$ cat src/rtl/digit_scan_ctrl_pkg.sv
// digit_scan_ctrl_pkg
//   Shared definitions for the four-digit seven-segment scan controller:
//   scan FSM state type, digit count, segment glyph constants
//   ({g,f,e,d,c,b,a}, active-high) and small helpers that pick a digit's
//   nibble out of the 16-bit display word and decide leading-zero blanking.
//   Digit 0 is the most significant nibble (bits 15:12).
package digit_scan_ctrl_pkg;

    typedef enum logic {
        ST_IDLE = 1'b0,
        ST_SCAN = 1'b1
    } scan_state_e;

    localparam int NUM_DIGITS = 4;

    localparam logic [6:0] SEG_0     = 7'h3F;
    localparam logic [6:0] SEG_1     = 7'h06;
    localparam logic [6:0] SEG_2     = 7'h5B;
    localparam logic [6:0] SEG_3     = 7'h4F;
    localparam logic [6:0] SEG_4     = 7'h66;
    localparam logic [6:0] SEG_5     = 7'h6D;
    localparam logic [6:0] SEG_6     = 7'h7D;
    localparam logic [6:0] SEG_7     = 7'h07;
    localparam logic [6:0] SEG_8     = 7'h7F;
    localparam logic [6:0] SEG_9     = 7'h6F;
    localparam logic [6:0] SEG_A     = 7'h77;
    localparam logic [6:0] SEG_B     = 7'h7C;
    localparam logic [6:0] SEG_C     = 7'h39;
    localparam logic [6:0] SEG_D     = 7'h5E;
    localparam logic [6:0] SEG_E     = 7'h79;
    localparam logic [6:0] SEG_F     = 7'h71;
    localparam logic [6:0] SEG_BLANK = 7'h00;

    // Nibble shown on digit position idx (0 = most significant).
    function automatic logic [3:0] digit_nibble(input logic [15:0] value,
                                                input logic [1:0]  idx);
        logic [3:0] nib;
        case (idx)
            2'd0:    nib = value[15:12];
            2'd1:    nib = value[11:8];
            2'd2:    nib = value[7:4];
            default: nib = value[3:0];
        endcase
        return nib;
    endfunction

    // A digit is a leading zero when it and every more-significant nibble
    // are zero. The last digit is never a leading zero so 0x0000 shows "0".
    function automatic logic lz_blanked(input logic [15:0] value,
                                        input logic [1:0]  idx);
        logic blank;
        case (idx)
            2'd0:    blank = (value[15:12] == 4'h0);
            2'd1:    blank = (value[15:8]  == 8'h00);
            2'd2:    blank = (value[15:4]  == 12'h000);
            default: blank = 1'b0;
        endcase
        return blank;
    endfunction

endpackage

$ cat src/rtl/digit_scan_ctrl_hex_to_7seg.sv
// hex_to_7seg
//   Combinational hex nibble to seven-segment glyph decoder.
//   Ports:
//     hex  in  4  nibble to display
//     seg  out 7  segments {g,f,e,d,c,b,a}, active-high
module hex_to_7seg
    import digit_scan_ctrl_pkg::*;
(
    input  logic [3:0] hex,
    output logic [6:0] seg
);

    always_comb begin
        seg = SEG_BLANK;
        case (hex)
            4'h0: seg = SEG_0;
            4'h1: seg = SEG_1;
            4'h2: seg = SEG_2;
            4'h3: seg = SEG_3;
            4'h4: seg = SEG_4;
            4'h5: seg = SEG_5;
            4'h6: seg = SEG_6;
            4'h7: seg = SEG_7;
            4'h8: seg = SEG_8;
            4'h9: seg = SEG_9;
            4'hA: seg = SEG_A;
            4'hB: seg = SEG_B;
            4'hC: seg = SEG_C;
            4'hD: seg = SEG_D;
            4'hE: seg = SEG_E;
            4'hF: seg = SEG_F;
            default: seg = SEG_BLANK;
        endcase
    end

endmodule

$ cat src/rtl/digit_scan_ctrl.sv
// digit_scan_ctrl
//   Time-multiplexes a 16-bit hex value over a 4-digit common-cathode
//   seven-segment display. Drives the 2-bit digit select {a,b} for an
//   external 2-to-4 decoder together with the matching segment pattern.
//   The displayed value is double-buffered: loads land in a pending
//   register and move to the shadow (displayed) register only at a frame
//   boundary, so a frame never shows a mix of old and new digits.
//   Ports:
//     clk         in  1   system clock, rising edge
//     rst_n       in  1   synchronous active-low reset
//     en          in  1   scan enable; low freezes scanning, blanks display
//     load        in  1   strobe, captures din into pending register
//     din         in  16  value to show, digit0 = din[15:12]
//     blank_lz    in  1   suppress leading zero digits
//     a, b        out 1   digit select {a,b} = digit index
//     seg         out 7   segments {g,f,e,d,c,b,a}, active-high
//     dig_en      out 1   current digit lit
//     frame_done  out 1   pulse when the index wraps 3 -> 0
//     busy        out 1   a pending value awaits the frame boundary
module digit_scan_ctrl
    import digit_scan_ctrl_pkg::*;
#(
    parameter int TICK_DIV = 4,
    parameter int CW       = 16
) (
    input  logic        clk,
    input  logic        rst_n,
    input  logic        en,
    input  logic        load,
    input  logic [15:0] din,
    input  logic        blank_lz,
    output logic        a,
    output logic        b,
    output logic [6:0]  seg,
    output logic        dig_en,
    output logic        frame_done,
    output logic        busy
);

    localparam logic [CW-1:0] TERM_COUNT = CW'(TICK_DIV - 1);

    scan_state_e  state_q,      state_d;
    logic [CW-1:0] presc_q,     presc_d;
    logic [1:0]   idx_q,        idx_d;
    logic [15:0]  shadow_q,     shadow_d;
    logic [15:0]  pending_q,    pending_d;
    logic         busy_q,       busy_d;
    logic [6:0]   seg_q,        seg_d;
    logic         dig_en_q,     dig_en_d;
    logic         frame_done_q, frame_done_d;

    logic         boundary;
    logic         lit;
    logic [3:0]   cur_nibble;
    logic [6:0]   seg_raw;

    // Next-state: prescaler, digit index and the double buffer.
    always_comb begin
        state_d      = en ? ST_SCAN : ST_IDLE;
        presc_d      = presc_q;
        idx_d        = idx_q;
        shadow_d     = shadow_q;
        pending_d    = pending_q;
        busy_d       = busy_q;
        boundary     = 1'b0;

        if (en) begin
            if (state_q == ST_SCAN) begin
                if (presc_q == TERM_COUNT) begin
                    presc_d  = '0;
                    idx_d    = idx_q + 2'd1;
                    boundary = (idx_q == 2'd3);
                end else begin
                    presc_d  = presc_q + CW'(1);
                end
            end else begin
                // Leaving IDLE: the current digit gets a full hold period.
                presc_d = '0;
            end
        end

        if (load && boundary) begin
            // Load coinciding with the wrap bypasses the pending stage so
            // the new value is shown from digit0 of the frame starting now.
            shadow_d  = din;
            pending_d = din;
            busy_d    = 1'b0;
        end else begin
            if (boundary && busy_q) begin
                shadow_d = pending_q;
                busy_d   = 1'b0;
            end
            if (load) begin
                pending_d = din;
                busy_d    = 1'b1;
            end
        end

        frame_done_d = boundary;
    end

    // Outputs are computed from next-state values so that seg/dig_en are
    // registered on the same edge as the index and change together.
    assign cur_nibble = digit_nibble(shadow_d, idx_d);

    hex_to_7seg u_hex_to_7seg (
        .hex (cur_nibble),
        .seg (seg_raw)
    );

    always_comb begin
        lit      = (state_d == ST_SCAN) && !(blank_lz && lz_blanked(shadow_d, idx_d));
        seg_d    = lit ? seg_raw : SEG_BLANK;
        dig_en_d = lit;
    end

    always_ff @(posedge clk) begin
        if (!rst_n) begin
            state_q      <= ST_IDLE;
            presc_q      <= '0;
            idx_q        <= 2'd0;
            shadow_q     <= 16'h0000;
            pending_q    <= 16'h0000;
            busy_q       <= 1'b0;
            seg_q        <= SEG_BLANK;
            dig_en_q     <= 1'b0;
            frame_done_q <= 1'b0;
        end else begin
            state_q      <= state_d;
            presc_q      <= presc_d;
            idx_q        <= idx_d;
            shadow_q     <= shadow_d;
            pending_q    <= pending_d;
            busy_q       <= busy_d;
            seg_q        <= seg_d;
            dig_en_q     <= dig_en_d;
            frame_done_q <= frame_done_d;
        end
    end

    assign a          = idx_q[1];
    assign b          = idx_q[0];
    assign seg        = seg_q;
    assign dig_en     = dig_en_q;
    assign frame_done = frame_done_q;
    assign busy       = busy_q;

endmodule

$ cat config.mk
export PLATFORM = sky130hd
export DESIGN_NAME = digit_scan_ctrl
export DESIGN_NICKNAME = d
export VERILOG_FILES = /design/src/rtl/digit_scan_ctrl_pkg.sv /design/src/rtl/digit_scan_ctrl_hex_to_7seg.sv /design/src/rtl/digit_scan_ctrl.sv
export SDC_FILE = /design/constraint.sdc
export NUM_CORES = 1
export LEC_CHECK = 0
export CAP_MARGIN = 20
export CORE_MARGIN = 5
export CORE_UTILIZATION = 49
export CTS_BUF_LIST = sky130_fd_sc_hd__clkbuf_2 sky130_fd_sc_hd__clkbuf_4 sky130_fd_sc_hd__clkbuf_8
export DETAILED_ROUTE_END_ITERATION = 6
export GPL_TIMING_DRIVEN = 0
export HOLD_SLACK_MARGIN = 0.08
export PLACE_DENSITY = 0.74
export SLEW_MARGIN = 10
export SYNTH_ARGS = -nofsm -noshare
export SYNTH_HDL_FRONTEND = slang
export SYNTH_HIERARCHICAL = 1
export SYNTH_SLANG_ARGS = --single-unit
$ cat constraint.sdc
create_clock -name clk -period 3.35 [get_ports clk]
set_clock_uncertainty 0.15 [all_clocks]
set_input_delay 0.5025 -clock clk [delete_from_list [all_inputs] [get_ports clk]]
set_output_delay 0.5025 -clock clk [all_outputs]
set_load 0.02 [all_outputs]
# Word level (Yosys, flattened, before mapping)
# Memory sizes are Yosys's and may differ from the RTL's. A register that Yosys moved wholly into a read port is not among the register bits.
# Index checks and enable logic that the tools add are counted.
dict set report word_totals {
  register_bits 54
  mem_bits_ro 112
  input_bits 21
  output_inout_bits 12
  word_cells 47
  n_memories 1
}
# name depth word_bits read_ports rd_ports_with_merged_regs write_ports line_no
set mem_list {}
lappend mem_list {{(no name shown)} 16 7 1 1 0 digit_scan_ctrl_hex_to_7seg.sv:15} ;# case (hex)
dict set report classes {
  addsub 2
  n_eq_ne 4
  muxes 17
  n_bitwise 1
  reduce_logical 14
}
# operator n
set op_table {}
lappend op_table {{2-to-1 mux 16 bit} 6}
lappend op_table {{adder 16 x 1 -> 16 bit (second input constant)} 1}
lappend op_table {{equality test 16 x 2 -> 1 bit (second input constant)} 1}
lappend op_table {{zero test 12 bit} 1}
lappend op_table {{case mux 4 bit (3 select lines)} 1}
lappend op_table {{zero test 8 bit} 1}
lappend op_table {{2-to-1 mux 1 bit} 6}
lappend op_table {{2-to-1 mux 2 bit} 3}
lappend op_table {{equality test 2 bit (second input constant)} 2}
lappend op_table {{logical AND 1 bit} 4}
lappend op_table {{zero test 4 bit} 1}
lappend op_table {{nonzero test 2 bit} 2}
lappend op_table {{case mux 1 bit (3 select lines)} 1}
lappend op_table {{adder 2 x 1 -> 2 bit (second input constant)} 1}
lappend op_table {{equality test 2 x 1 -> 1 bit (second input constant)} 1}
lappend op_table {{zero test 1 bit} 2}
lappend op_table {{zero test 2 bit} 1}
lappend op_table {{AND reduction 2 bit} 1}
lappend op_table {{OR reduction 2 bit} 1}
lappend op_table {{NOT 1 bit} 1}

# Longest topological paths before layout
dict set report depth {
  word_depth 14
  ltp_mapped 15
  ltp_nobuf 13
}

# Cells and area by module
# The synthesis kept the hierarchy.
# module instances cells_per_inst area_per_inst_um2 seq_area_each_um2
set modules_own_cells {}
lappend modules_own_cells {digit_scan_ctrl 1 320 2821.5 1221.2}
lappend modules_own_cells {hex_to_7seg 1 33 287.8 0.0}

# Worst setup path before layout
# Ideal clock, no wire load.
dict set report synth_timing {
  path_type {register -> register}
  startpoint {reg presc_q[0]}
  endpoint {reg seg_q[3] (netlist: seg[3])}
  setup_time_ns 0.122
  arrival_time_ns 3.395
  required_ns 3.078
  path_slack_ns -0.317
  stages_incl_launch_ff 12
  n_path_buf 0
  synth_period_minus_slack_ns 3.667
  path_cell_list {dfxtp_1 > ha_1 > nor4b_4 > nand4_1 > nor2_1 > mux2i_1 > mux2i_1 > o21ai_0 > inv_1 > ha_1 > mux4_1 > a21boi_1}
}
dict set report synth_via {
  elab_cells_between_ends 24
  cone_classes {eq/ne: 3; mux: 10; reduce/logical: 11}
}
# item line_no
set synth_lines {}
lappend synth_lines {{start: declaration} digit_scan_ctrl.sv:43} ;# logic [CW-1:0] presc_q, presc_d;
lappend synth_lines {{start signal: assignment} digit_scan_ctrl.sv:130} ;# presc_q <= presc_d;
lappend synth_lines {{equality test 16 x 2 -> 1 bit *} digit_scan_ctrl.sv:69} ;# if (presc_q == TERM_COUNT) begin
lappend synth_lines {{2-to-1 mux 1 bit} digit_scan_ctrl.sv:69}
lappend synth_lines {{2-to-1 mux 1 bit} digit_scan_ctrl.sv:68} ;# if (state_q == ST_SCAN) begin
lappend synth_lines {{2-to-1 mux 1 bit} digit_scan_ctrl.sv:67} ;# if (en) begin
lappend synth_lines {{logical AND 1 bit} digit_scan_ctrl.sv:89} ;# if (boundary && busy_q) begin
lappend synth_lines {{2-to-1 mux 16 bit} digit_scan_ctrl.sv:89}
lappend synth_lines {{2-to-1 mux 16 bit} digit_scan_ctrl.sv:82} ;# if (load && boundary) begin
lappend synth_lines {{case mux 4 bit (3 select lines) *} digit_scan_ctrl_pkg.sv:38} ;# case (idx)
lappend synth_lines {{named net cur_nibble[1]} digit_scan_ctrl.sv:54} ;# logic [3:0] cur_nibble;
lappend synth_lines {{end: declaration} digit_scan_ctrl.sv:48} ;# logic [6:0] seg_q, seg_d;
# Mark *: on every way through the listed nets, which the timed path passes. The rest lies on a longest branch.
# A chain may end at the register's enable or synchronous reset.

# Worst setup path in the final report
# Same ends and word-level chain as after synthesis.

==> metrics list <==
- Horizontal die dimension: 89.7 um
* Crit path max fanout: 5
* YS warnings: 6
* Most common cell in the netlist: sky130_fd_sc_hd__dfxtp_1
- Buffers inserted to repair hold after CTS numbered 0.
- The final layout contains routed wiring with a total length of 8620 um.
- Bufs on Longest Clock Path: 2
- STA classifies the critical path startpoint as a register.
- Final weighted congestion in routability-driven placement: 0.848
* Post-Layout Inst Area: 4250 um^2
- Based on the critical path, the design can be clocked at up to 300 MHz.
- Slowest stage delay, CP: 0.44 ns
- Critical Path Sink Type: register
* TritonCTS buffer count: 9
* Area delta synth->final: 36.7%
- The H-tree was split into 3 levels.
- After the first detailed-routing iteration, the DRC count stood at 296.
- Portion of the clock cycle consumed by the worst path in the final layout: 99.6%
- Worst vdd ir: 334 uV
- Number of endpoints with negative hold slack in the final report: 0
- Summed over all layers, the global routing overflow is 0.
* Setup-failing EPs final: 0
- Slew Limit Fails: 0
- Vias post-DR: 2983
- The clock net in this run drives a total of 61 sinks.
* TritonCTS clock tree: built
- Sequential share of the synthesized area: 39.3%
- The number of antenna diodes in the final layout is 0.
- Across all setup checks in the final design, the least slack found is 0.0149 ns.
* GRT Overall Usage: 21.8%
* RSZ-0062 raised after global routing: yes
* Net count after synthesis: 383
* Ratio of routed vias to standard cells: 5.91
- The first detailed-routing pass ran for 5 iterations.
- The run finished with clean final reports.
- The wire-length estimate of the detail-placed layout is 5400 um.
- The slowest stage of the critical path is the sky130_fd_sc_hd__mux4_2 cell.
* Starting density of the core: 49.5%
- Most used flip-flop cell after synthesis: sky130_fd_sc_hd__dfxtp_1
* Area of the die: 8040 um^2
* Number of max-cap violations: 0
- Counting flops and latches in the post-synthesis netlist gives 61.
- Proportion of layout cells with a drive suffix above 1: 25.7%
* P per Cell Area: 337 nW/um^2
- For this design the static power due to leakage is 1.62 nW.
- Headroom to the max-slew limit: 51.8%
- The critical path in this run is classified as reg2reg.
- Dominant cell type by count on the critical path: sky130_fd_sc_hd__ha_4
* Cell chain of the critical path: ha_4, nor4b_4, buf_4, nand4_1, buf_6, or4_4, o211ai_1, nand2_1, o21ai_1, a22oi_2, inv_2, ha_4, mux4_2, a21boi_1
- Input and output buffers added on the ports amount to 31.
- HP Class: reg2reg
- Data arrival time of the critical path: 3.42 ns
* Initial antenna violation count: 0
- Before CTS, the worst setup slack after placement is -0.717 ns.
- Number of enable-type register cells in the synthesized netlist: 0
- The synthesized design devotes to its leading area cell type 39.3% of total area.
- Cell area after placement: 3570 um^2
- Commonest cells post-synth: sky130_fd_sc_hd__dfxtp_1, sky130_fd_sc_hd__nor2_1, sky130_fd_sc_hd__nand2_1, sky130_fd_sc_hd__a21oi_1, sky130_fd_sc_hd__mux2i_1
* Final-stage net count: 453
- For this design the top-level I/O count stands at 33.
- Post-route core utilization: 67.7%
- Synth cell types: 55
- sky130_fd_sc_hd__dfxtp_1 takes more of the synthesized area than any other cell.
- Antenna violation net count after detailed routing: 0
- Pin count of the biggest net entering global routing: 11
* Y dimension of the die: 89.7 um
* Pin slew with the least headroom to its limit: 0.723 ns
- The tree is rooted in a sky130_fd_sc_hd__clkbuf_8.
- Netlist area before placement: 3110 um^2
* Wire length of the first global-routing pass: 13200 um
- The core region is 6280 um^2.
- Wirelength per Cell: 17.1 um
- Site row count: 29
- At the later pin of the worst-skew pair, clock insertion delay measures 0.35 ns.
- Required time at the worst-slack endpoint: 3.43 ns
- Counting flops with an async set or reset pin after synthesis yields a share of 0%.
- For this run, design rule violations remaining after detail routing come to 0.
- The routed design could run at a clock period as short as 3.34 ns.
- Syn avg cell area: 8.81 um^2
- The via count of the first global-routing pass is 2689.
- Cells after synthesis: 353
- Worst-path clk slew: 0.07 ns
- By area the synthesized netlist is led by sky130_fd_sc_hd__dfxtp_1, sky130_fd_sc_hd__mux2i_1, sky130_fd_sc_hd__nor2_1, sky130_fd_sc_hd__ha_1, sky130_fd_sc_hd__nand2_1.
## cell usage in the layout (no fill, tap or decap), types with 5 or more instances in the layout
cell                              synthesis  routed
sky130_fd_sc_hd__a21boi_1                 7       6
sky130_fd_sc_hd__a21oi_1                 19      18
sky130_fd_sc_hd__a221o_1                  5       5
sky130_fd_sc_hd__and2_1                   7       7
sky130_fd_sc_hd__and3_1                   5       5
sky130_fd_sc_hd__buf_4                    0      28
sky130_fd_sc_hd__buf_6                    3       7
sky130_fd_sc_hd__clkbuf_1                 9       5
sky130_fd_sc_hd__clkbuf_8                 0      10
sky130_fd_sc_hd__clkdlybuf4s50_1          0      31
sky130_fd_sc_hd__dfxtp_1                 61      54
sky130_fd_sc_hd__ha_4                     0       5
sky130_fd_sc_hd__inv_1                    9       6
sky130_fd_sc_hd__mux2i_1                 18      17
sky130_fd_sc_hd__nand2_1                 28      28
sky130_fd_sc_hd__nand2b_1                 8       8
sky130_fd_sc_hd__nand4_1                  7       7
sky130_fd_sc_hd__nor2_1                  47      45
sky130_fd_sc_hd__nor3_1                  15      13
sky130_fd_sc_hd__o21ai_0                 11       8
## through the flow
stage,hold slack (ns),power [mW],cells,TNS [ns]
after detailed placement,0.325,0.873,461,-3.54
after floorplan,0.301,0.820,353,0
after global routing,0.360,1.50,505,-0.383
after CTS,0.333,1.44,495,0
final,0.330,1.43,505,0
after global placement,0.319,0.870,461,-3.47
## layer usage
layer | up-vias | share of wire, % | global-route usage (%)
met2 | 116 | 47 | 33.4
met3 | 23 | 6.6 | 5.75
met4 | 0 | 2.6 | 9.07
met5 | - | 0 | 0
met1 | 1427 | 44 | 29.1
li1 | 1417 | - | -
## worst max-delay path: cells and delay by family (launching register included)
kind	cells	cell delay, ns
compound gates	4	0.51
fa+ha+maj	2	0.35
buf+inv	3	0.50
flops	1	0.37
mux	1	0.44
simple gates	4	0.88
## power breakdown
group          leakage, nW  total, mW  switching [mW]  internal (mW)
combinational         1.03      0.113          0.0612         0.0518
clock               0.0897      0.572           0.292          0.279
sequential           0.501      0.749         0.00964          0.740
total                 1.62       1.43           0.363           1.07
## flip-flops by register name (all words and copies together), names as in the netlist
register    cells
idx_q           2
dig_en          1
busy            1
seg             7
pending_q      16
frame_done      1
shadow_q       16
presc_q        16
state_q         1
## worst paths after layout
check | startpoint | endpoint | slack, ns | depth (start not counted)
setup reg to reg | presc_q[0] | seg[3] | 0.01 | 14
hold / removal | pending_q[10] | pending_q[10] | 0.33 | 2
setup / recovery | presc_q[0] | seg[3] | 0.01 | 14
hold reg to reg | pending_q[10] | pending_q[10] | 0.33 | 2
## repair_timing
| item | CTS | global route |
|---|---|---|
| pin swaps | 11 | 22 |
| cloned | 0 | 0 |
| resized for setup | 25 | 44 |
| buffers inserted | 18 | 10 |
| setup endpoints to repair | 7 | 7 |
| endpoints found under the hold margin | 0 | 0 |
## layout make-up
class	instances	area, um^2
Multi-Input combinational cell	264	2050
Fill cell	481	2030
Sequential cell	61	1240
Timing Repair Buffer	59	524
Buffer	19	146
Clock buffer	11	139
Tap cell	77	96.3
Inverter	9	33.8
Clock inverter	5	27.5
## logic make-up (layout without fill, tap and decap cells)
kind of cell,count (synthesis),in the layout,synth area share [%]
AOI/OAI and AO/OA,73,73,16.3
muxes,23,23,8.09
adders and majority gates,9,9,3.62
and+or+nand+nor,151,151,26.2
xor gates and xnor gates,8,8,2.25
DFF,61,61,39.3
buffers and inverters,28,103,4.27
No activity file was read; power rests on OpenSTA's default activity.
